===== config.mk =====
export PLATFORM = sky130hd
export DESIGN_NAME = alu_issue_stage
export DESIGN_NICKNAME = d
export VERILOG_FILES = /design/src/rtl/alu_pkg.sv /design/src/rtl/alu.sv /design/src/rtl/alu_issue_stage_decode.sv /design/src/rtl/alu_issue_stage.sv
export SDC_FILE = /design/constraint.sdc
export NUM_CORES = 1
export LEC_CHECK = 0
export BUFFER_PORTS_ARGS = -buffer_cell sky130_fd_sc_hd__buf_2
export CORE_ASPECT_RATIO = 0.9
export CORE_MARGIN = 1.5
export CORE_UTILIZATION = 55
export DETAILED_ROUTE_END_ITERATION = 8
export PLACE_DENSITY = 0.76
export SYNTH_ARGS = -nofsm -noshare
export SYNTH_HDL_FRONTEND = slang
export SYNTH_HIERARCHICAL = 1
export SYNTH_SLANG_ARGS = --single-unit

===== constraint.sdc =====
create_clock -name clk -period 7.8 [get_ports clk]
set_input_delay 2.34 -clock clk [delete_from_list [all_inputs] [get_ports clk]]
set_output_delay 2.34 -clock clk [all_outputs]
set_load 0.02 [all_outputs]

===== src/rtl/alu_pkg.sv =====
// Shared opcode encodings, result-kind tags and flag layout for the ALU issue path.
package alu_pkg;

    localparam logic [3:0] ALU_ADD = 4'b0000;
    localparam logic [3:0] ALU_SUB = 4'b0100;
    localparam logic [3:0] ALU_XOR = 4'b1110;
    localparam logic [3:0] ALU_OR  = 4'b0110;
    localparam logic [3:0] ALU_AND = 4'b0010;
    localparam logic [3:0] ALU_SLL = 4'b0111;
    localparam logic [3:0] ALU_SRL = 4'b0011;
    localparam logic [3:0] ALU_SRA = 4'b1111;

    localparam int FLAG_W    = 5;
    localparam int FLG_PAR   = 0;
    localparam int FLG_ZERO  = 1;
    localparam int FLG_SIGN  = 2;
    localparam int FLG_CARRY = 3;
    localparam int FLG_AUX   = 4;

    typedef enum logic [1:0] {
        RK_NORM = 2'd0,
        RK_SLT  = 2'd1,
        RK_SLTU = 2'd2
    } res_kind_t;

    // Parity flag is set when the result holds an even number of ones.
    function automatic logic even_parity(input logic [31:0] d);
        return ~(^d);
    endfunction

endpackage


===== src/rtl/alu.sv =====
// Combinational ALU: 4-bit opcode, 32-bit operands, {aux, carry, sign, zero, parity} flags.
module alu
    import alu_pkg::*;
#(
    parameter int DATA_WIDTH = 32,
    parameter int CONTROL    = 4
) (
    input  logic [DATA_WIDTH-1:0] a,
    input  logic [DATA_WIDTH-1:0] b,
    input  logic [CONTROL-1:0]    control,
    output logic [DATA_WIDTH-1:0] result,
    output logic [FLAG_W-1:0]     flags
);

    logic [DATA_WIDTH:0] wide_s;
    logic [4:0]          nib_s;
    logic                carry_s;
    logic                aux_s;

    // Opcode evaluation; carry and aux report borrow for SUB.
    always_comb begin
        wide_s  = {(DATA_WIDTH+1){1'b0}};
        nib_s   = 5'd0;
        carry_s = 1'b0;
        aux_s   = 1'b0;
        result  = {DATA_WIDTH{1'b0}};
        case (control)
            ALU_ADD: begin
                wide_s  = {1'b0, a} + {1'b0, b};
                nib_s   = {1'b0, a[3:0]} + {1'b0, b[3:0]};
                result  = wide_s[DATA_WIDTH-1:0];
                carry_s = wide_s[DATA_WIDTH];
                aux_s   = nib_s[4];
            end
            ALU_SUB: begin
                wide_s  = {1'b0, a} - {1'b0, b};
                nib_s   = {1'b0, a[3:0]} - {1'b0, b[3:0]};
                result  = wide_s[DATA_WIDTH-1:0];
                carry_s = wide_s[DATA_WIDTH];
                aux_s   = nib_s[4];
            end
            ALU_XOR: result = a ^ b;
            ALU_OR:  result = a | b;
            ALU_AND: result = a & b;
            ALU_SLL: result = a << b[4:0];
            ALU_SRL: result = a >> b[4:0];
            ALU_SRA: result = DATA_WIDTH'($signed(a) >>> b[4:0]);
            default: result = {DATA_WIDTH{1'b0}};
        endcase
        flags            = {FLAG_W{1'b0}};
        flags[FLG_PAR]   = even_parity(result);
        flags[FLG_ZERO]  = (result == {DATA_WIDTH{1'b0}});
        flags[FLG_SIGN]  = result[DATA_WIDTH-1];
        flags[FLG_CARRY] = carry_s;
        flags[FLG_AUX]   = aux_s;
    end

endmodule


===== src/rtl/alu_issue_stage_decode.sv =====
// RV32I funct3/funct7[5] to ALU opcode mapping, plus result-kind and shift detection.
module alu_op_decode
    import alu_pkg::*;
(
    input  logic [2:0] funct3,
    input  logic       funct7_b5,
    input  logic       is_imm,
    output logic [3:0] opcode,
    output res_kind_t  kind,
    output logic       is_shift
);

    // SLT/SLTU issue a SUB and are resolved from its flags downstream.
    always_comb begin
        opcode   = ALU_ADD;
        kind     = RK_NORM;
        is_shift = 1'b0;
        case (funct3)
            3'b000: begin
                if (!is_imm && funct7_b5) begin
                    opcode = ALU_SUB;
                end else begin
                    opcode = ALU_ADD;
                end
            end
            3'b001: begin
                opcode   = ALU_SLL;
                is_shift = 1'b1;
            end
            3'b010: begin
                opcode = ALU_SUB;
                kind   = RK_SLT;
            end
            3'b011: begin
                opcode = ALU_SUB;
                kind   = RK_SLTU;
            end
            3'b100: opcode = ALU_XOR;
            3'b101: begin
                opcode   = funct7_b5 ? ALU_SRA : ALU_SRL;
                is_shift = 1'b1;
            end
            3'b110: opcode = ALU_OR;
            3'b111: opcode = ALU_AND;
            default: opcode = ALU_ADD;
        endcase
    end

endmodule


===== src/rtl/alu_issue_stage.sv =====
// Two-stage ALU issue: S1 holds decoded operands, S2 holds the post-processed result.
module alu_issue_stage
    import alu_pkg::*;
#(
    parameter int DATA_WIDTH = 32,
    parameter int CONTROL    = 4
) (
    input  logic                  clk,
    input  logic                  rst,
    input  logic                  flush,
    input  logic                  in_valid,
    output logic                  in_ready,
    input  logic [2:0]            funct3,
    input  logic                  funct7_b5,
    input  logic                  is_imm,
    input  logic [DATA_WIDTH-1:0] rs1_data,
    input  logic [DATA_WIDTH-1:0] rs2_data,
    input  logic [DATA_WIDTH-1:0] imm,
    output logic                  out_valid,
    input  logic                  out_ready,
    output logic [DATA_WIDTH-1:0] res_data,
    output logic [FLAG_W-1:0]     res_flags
);

    logic [CONTROL-1:0]    dec_op_s;
    res_kind_t             dec_kind_s;
    logic                  dec_shift_s;
    logic [DATA_WIDTH-1:0] b_sel_s;

    logic                  valid1_r;
    logic [DATA_WIDTH-1:0] a_r;
    logic [DATA_WIDTH-1:0] b_r;
    logic [CONTROL-1:0]    op_r;
    res_kind_t             kind_r;

    logic                  valid2_r;
    logic [DATA_WIDTH-1:0] res_data_r;
    logic [FLAG_W-1:0]     res_flags_r;

    logic [DATA_WIDTH-1:0] alu_res_s;
    logic [FLAG_W-1:0]     alu_flags_s;
    logic [DATA_WIDTH-1:0] post_s;
    logic                  ovf_s;
    logic                  s2_load_s;

    alu_op_decode u_decode (
        .funct3    (funct3),
        .funct7_b5 (funct7_b5),
        .is_imm    (is_imm),
        .opcode    (dec_op_s),
        .kind      (dec_kind_s),
        .is_shift  (dec_shift_s)
    );

    alu #(.DATA_WIDTH(DATA_WIDTH), .CONTROL(CONTROL)) u_alu (
        .a       (a_r),
        .b       (b_r),
        .control (op_r),
        .result  (alu_res_s),
        .flags   (alu_flags_s)
    );

    assign s2_load_s = valid1_r && (!valid2_r || out_ready);
    assign in_ready  = !valid1_r || s2_load_s;
    assign out_valid = valid2_r;
    assign res_data  = res_data_r;
    assign res_flags = res_flags_r;

    // Operand B select; shift amounts keep only the low five bits.
    always_comb begin
        b_sel_s = is_imm ? imm : rs2_data;
        if (dec_shift_s) begin
            b_sel_s = {{(DATA_WIDTH-5){1'b0}}, b_sel_s[4:0]};
        end else begin
            b_sel_s = b_sel_s;
        end
    end

    // SLT/SLTU resolution from the SUB result: signed uses sign^overflow, unsigned uses borrow.
    always_comb begin
        ovf_s = (a_r[DATA_WIDTH-1] ^ b_r[DATA_WIDTH-1]) & (a_r[DATA_WIDTH-1] ^ alu_res_s[DATA_WIDTH-1]);
        case (kind_r)
            RK_SLT:  post_s = {{(DATA_WIDTH-1){1'b0}}, alu_res_s[DATA_WIDTH-1] ^ ovf_s};
            RK_SLTU: post_s = {{(DATA_WIDTH-1){1'b0}}, alu_flags_s[FLG_CARRY]};
            default: post_s = alu_res_s;
        endcase
    end

    // S1 register: accept has priority over drain so back-to-back ops never bubble.
    always_ff @(posedge clk) begin
        if (rst) begin
            valid1_r <= 1'b0;
            a_r      <= {DATA_WIDTH{1'b0}};
            b_r      <= {DATA_WIDTH{1'b0}};
            op_r     <= {CONTROL{1'b0}};
            kind_r   <= RK_NORM;
        end else if (flush) begin
            valid1_r <= 1'b0;
        end else if (in_valid && in_ready) begin
            valid1_r <= 1'b1;
            a_r      <= rs1_data;
            b_r      <= b_sel_s;
            op_r     <= dec_op_s;
            kind_r   <= dec_kind_s;
        end else if (s2_load_s) begin
            valid1_r <= 1'b0;
        end
    end

    // S2 register: result and flags for writeback, held stable under backpressure.
    always_ff @(posedge clk) begin
        if (rst) begin
            valid2_r    <= 1'b0;
            res_data_r  <= {DATA_WIDTH{1'b0}};
            res_flags_r <= {FLAG_W{1'b0}};
        end else if (flush) begin
            valid2_r <= 1'b0;
        end else if (s2_load_s) begin
            valid2_r    <= 1'b1;
            res_data_r  <= post_s;
            res_flags_r <= alu_flags_s;
        end else if (out_ready) begin
            valid2_r <= 1'b0;
        end
    end

endmodule


After elaboration in Yosys (flattened, before gate mapping):

Index checks and enable logic that the tools add are counted.

* register bits: 109
* input port bits: 106
* output and inout port bits: 39
* word-level logic and storage cells: 74

* add/sub/neg operators: 4
* eq/ne operators: 16
* shifts and indexed selects: 3
* muxes and demuxes: 15
* bitwise logic cells: 9
* reductions and logical operators: 19

Operators with widths (count)
* one-hot mux 32 bit (8 select lines): 1
* 2-to-1 mux 32 bit: 2
* one-hot mux 32 bit (2 select lines): 1
* adder 32 x 32 -> 33 bit: 1
* subtractor 32 x 32 -> 33 bit: 1
* bitwise AND 32 bit: 1
* logical NOT 32 bit: 1
* OR 32 bit: 1
* parity 32 bit: 1
* left shift 32 x 5 -> 32 bit: 1
* >> shifter 32 x 5 -> 32 bit: 1
* >>> shifter 32 x 5 -> 32 bit: 1
* bitwise XOR 32 bit: 1
* one-hot mux 4 bit (7 select lines): 1
* equality test 3 bit (second input constant): 4
* equality test 4 x 3 -> 1 bit (second input constant): 3
* equality test 4 x 2 -> 1 bit (second input constant): 2
* equality test 4 bit (second input constant): 2
* equality test 3 x 2 -> 1 bit (second input constant): 2
* OR reduction 2 bit: 3
* adder 4 x 4 -> 5 bit: 1
* 2-to-1 mux 1 bit: 5
* subtractor 4 x 4 -> 5 bit: 1
* logical NOT 4 bit: 1
* 16 further kinds: 27

Depth between registers and ports, before layout:

Gate-level depths: netlist of the first run.

* depth after elaboration: 6
* depth in mapped cells: 22

Modules after synthesis:

The synthesis of the first run kept the hierarchy.

Modules (own cells, without submodules)
* alu: times used 1, cells an instance 1338, area each 9590.4 µm²
* alu_issue_stage: times used 1, cells an instance 545, area each 4631.9 µm²
* alu_op_decode: times used 1, cells an instance 11, area each 82.6 µm²

Worst setup path after synthesis of the first run:

Ideal clock, no wire load.

* kind: in2out
* start: input port out_ready
* end: output port in_ready
* data arrival time: 3.173 ns
* required time: 5.460 ns
* setup slack: 2.287 ns
* cell stages on the path: 4
* path buffers: 2
* cells stage by stage: and3b_1 -> buf_6 -> inv_2 -> clkbuf_1

* word-level cells in the longest chain between the ends: 3

RTL lines
* start, declared: RTL line alu_issue_stage.sv:20 `input logic out_ready,`
* logical OR 1 bit: RTL line alu_issue_stage.sv:63 `assign s2_load_s = valid1_r && (!valid2_r || out_ready);`
* logical AND 1 bit: RTL line alu_issue_stage.sv:63
* logical OR 1 bit: RTL line alu_issue_stage.sv:64 `assign in_ready = !valid1_r || s2_load_s;`
* end, declared: RTL line alu_issue_stage.sv:12 `output logic in_ready,`

Every way passes these cells.

Worst setup path in the final report of the first run:

Same ends and word-level chain as after synthesis.

==> run_summary.xml, run 1 <==
<?xml version="1.0" encoding="UTF-8"?>
<metrics>
  <group name="floorplanning">
    <metric name="fp-row-count" unit="">55</metric>
    <metric name="fp.dieArea" unit="µm²">26990</metric>
    <metric name="floorplan_die_width" unit="µm">173.0</metric>
    <metric name="core-area" unit="µm²">25320</metric>
    <metric name="start_util" unit="">0.5649</metric>
    <metric name="floorplan.die.height" unit="µm">156.0</metric>
    <metric name="pin_count" unit="">145</metric>
  </group>
  <group name="routing">
    <metric name="remaining_drc_errors" unit="">0</metric>
    <metric name="dr.first_iter.drc_count" unit="">2517</metric>
    <metric name="wire_per_inst" unit="µm">25.12</metric>
    <metric name="detailroute.via_count" unit="">15870</metric>
    <metric name="antenna_violating_nets_remaining" unit="">0</metric>
    <metric name="route.final.wire_length" unit="mm">56.75</metric>
    <metric name="vias_per_cell" unit="">7.024</metric>
    <metric name="firstDrtPassIters" unit="">6</metric>
  </group>
  <group name="pwr">
    <metric name="share_seq_of_total_power" unit="">0.305</metric>
    <metric name="p_switching" unit="mW">0.8863</metric>
    <metric name="total_power" unit="mW">2.067</metric>
    <metric name="ir_drop" unit="V">0.0001388</metric>
    <metric name="p_sw_frac" unit="">0.4288</metric>
    <metric name="power_leakage" unit="nW">6.047</metric>
    <metric name="pwr-share-clk" unit="">0.249</metric>
    <metric name="comb_power_share" unit="">0.446</metric>
    <metric name="power_density_normalized_to_cell_area" unit="nW/µm²">135.1</metric>
    <metric name="cellInternalPower" unit="mW">1.180</metric>
  </group>
  <group name="cells_and_area">
    <metric name="final_net_count" unit="">2147</metric>
    <metric name="area.growth.synth_to_final" unit="%">6.919</metric>
    <metric name="most_common_cell_after_layout_fill_and_taps_aside" unit="">a21oi_1</metric>
    <metric name="post_route_cells_drive_above_1_share" unit="">0.1545</metric>
    <metric name="layout.cells.most_common_list" unit="">a21oi_1, o21ai_0, nor2_1</metric>
    <metric name="non_filler_cells_in_the_finished_layout" unit="">2259</metric>
    <metric name="post-route-util" unit="">0.6040</metric>
  </group>
  <group name="yosys">
    <metric name="synth_nets" unit="">2130</metric>
    <metric name="number_of_enable_flip_flop_cells_after_synthesis" unit="">0</metric>
    <metric name="cells_after_synth" unit="">1894</metric>
    <metric name="synth_cell_type_count" unit="">90</metric>
    <metric name="mappedNetlistArea" unit="µm²">14300</metric>
    <metric name="yosysSeqAreaShare" unit="">0.1525</metric>
    <metric name="synth_top_area_cell" unit="">dfxtp_1</metric>
    <metric name="synth.top_cell.area_share" unit="">0.1525</metric>
    <metric name="yosys_warnings" unit="">6</metric>
    <metric name="syn_avg_cell_area" unit="µm²">7.553</metric>
    <metric name="ys_ff_latch" unit="">109</metric>
    <metric name="yosys_most_used_dff" unit="">dfxtp_1</metric>
    <metric name="asyncSetResetFlopFracSynth" unit="">0</metric>
    <metric name="netlist_top_cells_area" unit="">dfxtp_1, ha_1, mux4_2</metric>
  </group>
  <group name="sta">
    <metric name="relative_max_transition_margin" unit="">0.1364</metric>
    <metric name="fin_crit_sh" unit="">0.6902</metric>
    <metric name="maxClockFrequency" unit="MHz">185.7</metric>
    <metric name="slew_viol_final" unit="">0</metric>
    <metric name="fin_clk_skew" unit="ns">0.01307</metric>
    <metric name="finalHoldViolations" unit="">0</metric>
    <metric name="setup-tns-final" unit="ns">0</metric>
    <metric name="tightest_slew" unit="ns">1.294</metric>
    <metric name="setup_viol" unit="">0</metric>
    <metric name="rsz0062_at_grt" unit="">no</metric>
    <metric name="layout_min_cycle_time" unit="ns">5.384</metric>
  </group>
  <group name="clocking">
    <metric name="cts_hold_buffers" unit="">0</metric>
    <metric name="cts_tree" unit="">yes</metric>
    <metric name="clock_path_buffers" unit="">2</metric>
    <metric name="ctsRootBufferMaster" unit="">clkbuf_16</metric>
    <metric name="cts.repair_timing.setup_buffer_count" unit="">0</metric>
    <metric name="numClockSinks" unit="">109</metric>
    <metric name="post_cts_clock_slew_at_the_launch_and_capture_registers_of_the_worst_setup_and_hold_paths" unit="ns">0.09</metric>
    <metric name="cts-resized-gates" unit="">0</metric>
    <metric name="clock_tree.htree_level_count" unit="">3</metric>
    <metric name="cts_buffers" unit="">9</metric>
    <metric name="clk_latency" unit="ns">0.38</metric>
  </group>
  <group name="placed_design">
    <metric name="final_gp_congestion" unit="">1.065</metric>
    <metric name="place_inst" unit="">2241</metric>
    <metric name="io_buffer_count" unit="">144</metric>
    <metric name="detailed_place_hpwl" unit="mm">42.74</metric>
  </group>
  <group name="setup_path">
    <metric name="crit_path_start_kind" unit="">input port</metric>
    <metric name="reg2reg_slack" unit="ns">2.52</metric>
    <metric name="worst_ep_required_time" unit="ns">5.46</metric>
    <metric name="critical_path.max_fanout" unit="">3</metric>
    <metric name="critPathArrivalTime" unit="ns">3.04</metric>
    <metric name="criticalPathCategory" unit="">in -&gt; out</metric>
    <metric name="critical_path.endpoint_type" unit="">output pin</metric>
  </group>
  <group name="global_route">
    <metric name="global_route.usage.total" unit="">0.4139</metric>
    <metric name="grt_max_degree" unit="">95</metric>
    <metric name="antenna_found_initial" unit="">0</metric>
    <metric name="grt_first_pass_wirelength" unit="mm">85.95</metric>
    <metric name="grt_overflow" unit="">0</metric>
    <metric name="grt_pass1_vias" unit="">14320</metric>
  </group>
  <group name="run">
    <metric name="max_cap_violations" unit="">0</metric>
  </group>
  <group name="outcome">
    <metric name="outcome" unit="">finished, final reports clean</metric>
  </group>
  <group name="min_path">
    <metric name="hold_class" unit="">reg -&gt; reg</metric>
  </group>
</metrics>
## state kept, by name (all words and copies together) (netlist names)
| name | flops |
|---|---|
| res_data | 32 |
| res_flags | 5 |
| kind_r | 2 |
| out_valid | 1 |
| valid1_r | 1 |
| op_r | 4 |
| a_r | 32 |
| b_r | 32 |
## logic make-up after synthesis
logic type | count (synthesis) | share of synthesized area
AOI/OAI and AO/OA | 678 | 0.2987
xor gates and xnor gates | 41 | 0.02510
adders and majority gates | 130 | 0.1148
buffers and inverters | 282 | 0.08230
DFF | 109 | 0.1525
muxes | 124 | 0.1429
and+or+nand+nor | 530 | 0.1837
## final timing paths
path	from	end	cells past startpoint
worst max register to register	b_r[1]	res_flags[0]	18
worst min-delay path	res_data[21]	res_data[21]	2
worst max-delay path	out_ready	in_ready	4
worst min register to register	res_data[21]	res_data[21]	2
## synth_stat cells, drive strengths merged (31+ instances only)
cell type and n:
nand2 87, dfxtp 109, buf 55, nor2 172
mux2i 58, xnor2 37, o21ai 204, nand4 39
nor3 36, clkbuf 109, nand3 60, inv 118
a21o 31, mux4 64, ha 128, a21oi 218
## per-layer routing
layer	track usage	part of all wire	up-vias	wire, µm
li1	-	-	7098	-
met1	0.5614	0.41	7427	23410
met2	0.6210	0.42	1145	23870
met3	0.1055	0.12	198	6691
met4	0.1818	0.049	0	2783
met5	0.007246	0	-	0
## area by class of cell
class	count	area, µm²
multi-input combinational	1503	10970
fill	2434	10030
sequential	109	2192
timing repair buffer	170	938.4
inverter	118	442.9
tap	342	427.9
clock buffer	9	225.2
clock inverter	7	93.84
antenna	1	2.502
## worst max-delay path, cell delays in order
cell,delay (ns)
buf_2,0.11
and3b_2,0.34
inv_2,0.09
buf_2,0.17
## stage by stage
stage                     worst slack, ns  cell area (µm²)  hold slack, ns
after floorplan                     2.287            14310          0.4527
after global placement              2.435            14950          0.4580
after detailed placement            2.433            14950          0.4624
after CTS                           2.434            15260          0.4745
after global routing                2.247            15290          0.4874
final                               2.416            15290          0.4749
## power by group through the flow
| stage | registers, mW | logic [mW] | clock network (mW) |
|---|---|---|---|
| floorplan | 0.620 | 0.649 | 0 |
| global route | 0.635 | 0.984 | 0.536 |
| global placement | 0.640 | 0.882 | 0 |
| finish | 0.631 | 0.922 | 0.514 |
| CTS | 0.629 | 0.890 | 0.516 |
| detailed placement | 0.641 | 0.884 | 0 |
Power figures use the tool's default switching activity.
==> inputs of run 2 (changes only) <==
--- a/config.mk
+++ b/config.mk
@@ -10,7 +10,7 @@
 export CORE_MARGIN = 1.5
 export CORE_UTILIZATION = 55
 export DETAILED_ROUTE_END_ITERATION = 8
-export PLACE_DENSITY = 0.76
+export PLACE_DENSITY = 0.79
 export SYNTH_ARGS = -nofsm -noshare
 export SYNTH_HDL_FRONTEND = slang
 export SYNTH_HIERARCHICAL = 1
==> constraint.sdc (replaced) <==
create_clock -name clk -period 4.7 [get_ports clk]
set_input_delay 1.41 -clock clk [delete_from_list [all_inputs] [get_ports clk]]
set_output_delay 1.41 -clock clk [all_outputs]
set_load 0.02 [all_outputs]
==> run_summary.xml, run 2 (same netlist as run 1, synthesis figures left out) <==
<?xml version="1.0" encoding="UTF-8"?>
<metrics>
  <group name="routing">
    <metric name="antenna_violating_nets_remaining" unit="">0</metric>
    <metric name="remaining_drc_errors" unit="">0</metric>
    <metric name="vias_per_cell" unit="">7.081</metric>
    <metric name="dr.first_iter.drc_count" unit="">2449</metric>
    <metric name="firstDrtPassIters" unit="">6</metric>
    <metric name="detailroute.via_count" unit="">16620</metric>
    <metric name="wire_per_inst" unit="µm">26.58</metric>
    <metric name="route.final.wire_length" unit="mm">62.39</metric>
  </group>
  <group name="min_path">
    <metric name="hold_class" unit="">reg -&gt; reg</metric>
    <metric name="hold-path-cell-count" unit="">2</metric>
  </group>
  <group name="placed_design">
    <metric name="io_buffer_count" unit="">144</metric>
    <metric name="pre_cts_slack" unit="ns">0.2128</metric>
    <metric name="final_gp_congestion" unit="">1.100</metric>
    <metric name="detailed_place_hpwl" unit="mm">48.17</metric>
  </group>
  <group name="pwr">
    <metric name="power_leakage" unit="nW">6.519</metric>
    <metric name="p_sw_frac" unit="">0.4313</metric>
    <metric name="share_seq_of_total_power" unit="">0.279</metric>
    <metric name="p_switching" unit="mW">1.549</metric>
    <metric name="comb_power_share" unit="">0.482</metric>
    <metric name="ir_drop" unit="V">0.0001720</metric>
    <metric name="total_power" unit="mW">3.592</metric>
    <metric name="cellInternalPower" unit="mW">2.043</metric>
    <metric name="pwr-share-clk" unit="">0.239</metric>
    <metric name="power_density_normalized_to_cell_area" unit="nW/µm²">223.6</metric>
  </group>
  <group name="floorplanning">
    <metric name="core-area" unit="µm²">25320</metric>
    <metric name="start_util" unit="">0.5649</metric>
    <metric name="floorplan.die.height" unit="µm">156.0</metric>
    <metric name="fp-row-count" unit="">55</metric>
    <metric name="fp.dieArea" unit="µm²">26990</metric>
    <metric name="floorplan_die_width" unit="µm">173.0</metric>
    <metric name="pin_count" unit="">145</metric>
  </group>
  <group name="sta">
    <metric name="layout_min_cycle_time" unit="ns">4.475</metric>
    <metric name="fin_clk_skew" unit="ns">0.01620</metric>
    <metric name="finalHoldViolations" unit="">0</metric>
    <metric name="slew_viol_final" unit="">0</metric>
    <metric name="fin_crit_sh" unit="">0.9521</metric>
    <metric name="relative_max_transition_margin" unit="">0.1790</metric>
    <metric name="setup-tns-final" unit="ns">0</metric>
    <metric name="layout_setup_ws" unit="ns">0.2250</metric>
    <metric name="rsz0062_at_grt" unit="">no</metric>
    <metric name="setup_viol" unit="">0</metric>
    <metric name="maxClockFrequency" unit="MHz">223.5</metric>
    <metric name="tightest_slew" unit="ns">1.232</metric>
  </group>
  <group name="clocking">
    <metric name="clk_latency" unit="ns">0.39</metric>
    <metric name="numClockSinks" unit="">109</metric>
    <metric name="clock_tree.htree_level_count" unit="">3</metric>
    <metric name="cts_buffers" unit="">9</metric>
    <metric name="cts_tree" unit="">yes</metric>
    <metric name="ctsRootBufferMaster" unit="">clkbuf_16</metric>
    <metric name="post_cts_clock_slew_at_the_launch_and_capture_registers_of_the_worst_setup_and_hold_paths" unit="ns">0.09</metric>
    <metric name="cts_hold_buffers" unit="">0</metric>
    <metric name="clock_path_buffers" unit="">2</metric>
  </group>
  <group name="global_route">
    <metric name="grt_overflow" unit="">0</metric>
    <metric name="grt_first_pass_wirelength" unit="mm">93.16</metric>
    <metric name="global_route.usage.total" unit="">0.4539</metric>
    <metric name="grt_max_degree" unit="">61</metric>
    <metric name="grt_pass1_vias" unit="">14980</metric>
    <metric name="antenna_found_initial" unit="">2</metric>
  </group>
  <group name="setup_path">
    <metric name="rr_worst_depth" unit="">17</metric>
    <metric name="worst_ep_required_time" unit="ns">5.02</metric>
    <metric name="criticalPathCategory" unit="">reg -&gt; reg</metric>
    <metric name="crit_path_start_kind" unit="">register</metric>
    <metric name="critPathArrivalTime" unit="ns">4.80</metric>
    <metric name="critical_path.max_fanout" unit="">7</metric>
    <metric name="critical_path.endpoint_type" unit="">register</metric>
  </group>
  <group name="cells_and_area">
    <metric name="post_route_cells_drive_above_1_share" unit="">0.1936</metric>
    <metric name="area.growth.synth_to_final" unit="%">12.33</metric>
    <metric name="final_net_count" unit="">2235</metric>
    <metric name="most_common_cell_after_layout_fill_and_taps_aside" unit="">a21oi_1</metric>
    <metric name="post-route-util" unit="">0.6345</metric>
    <metric name="layout.cells.most_common_list" unit="">a21oi_1, o21ai_0, nor2_1</metric>
  </group>
  <group name="outcome">
    <metric name="outcome" unit="">finished, final reports clean</metric>
  </group>
  <group name="run">
    <metric name="max_cap_violations" unit="">0</metric>
  </group>
</metrics>
[run 2: power by group through the flow]
stage | registers, mW | logic, mW | clock network [mW]
floorplan | 1.03 | 1.08 | 0
global placement | 1.02 | 1.62 | 0
detailed placement | 1.02 | 1.63 | 0
CTS | 1.00 | 1.64 | 0.855
global route | 1.01 | 1.83 | 0.889
finish | 1.00 | 1.73 | 0.857
[run 2: final timing paths]
check / slack, ns / startpoint / endpoint
setup / recovery: 0.22 / b_r[6] / res_flags[0]
hold / removal: 0.47 / res_data[6] / res_data[6]
setup reg to reg: 0.22 / b_r[6] / res_flags[0]
hold reg to reg: 0.47 / res_data[6] / res_data[6]
[run 2: critical path, cell delays in order (launching register included)]
cell	delay [ns]
dfxtp_1	0.50
inv_1	0.11
ha_1	0.39
nor2_1	0.26
o21ai_0	0.17
a21oi_1	0.45
a21oi_4	0.12
o21bai_1	0.30
a21oi_1	0.14
xnor2_1	0.18
a2111oi_1	0.46
ha_1	0.32
xnor2_1	0.31
xnor2_1	0.18
xnor2_1	0.16
xnor2_1	0.14
nand3_1	0.08
a21oi_1	0.14
[run 2: what timing repair did]
| action | CTS | global route |
|---|---|---|
| setup buffers | 0 | 0 |
| endpoints found under the setup margin | 0 | 3 |
| gates resized for setup | 0 | 12 |
[run 2: final cells by class]
cell class	instances	area, µm²
diodes	1	2.502
clock buffers	9	225.2
clock inverters	7	87.58
fillers	2353	9255
inverters	118	442.9
multi-input cells	1503	11040
flip-flops and latches	109	2191
well taps	342	427.9
repair buffers	258	1654
[run 2: routing by layer]
metal / part of all wire / global-route usage
met1: 0.40 / 0.6060
met2: 0.41 / 0.6711
met3: 0.13 / 0.1170
met4: 0.061 / 0.2455
met5: 0 / 0
[run 2: metrics by stage]
stage,std cells,hold WS (ns),area (µm²)
global placement,2329,0.4556,15650
CTS,2345,0.4732,15970
finish,2347,0.4744,16070
detailed placement,2329,0.4617,15650
floorplan,1894,0.4527,14310
global route,2346,0.4865,16070
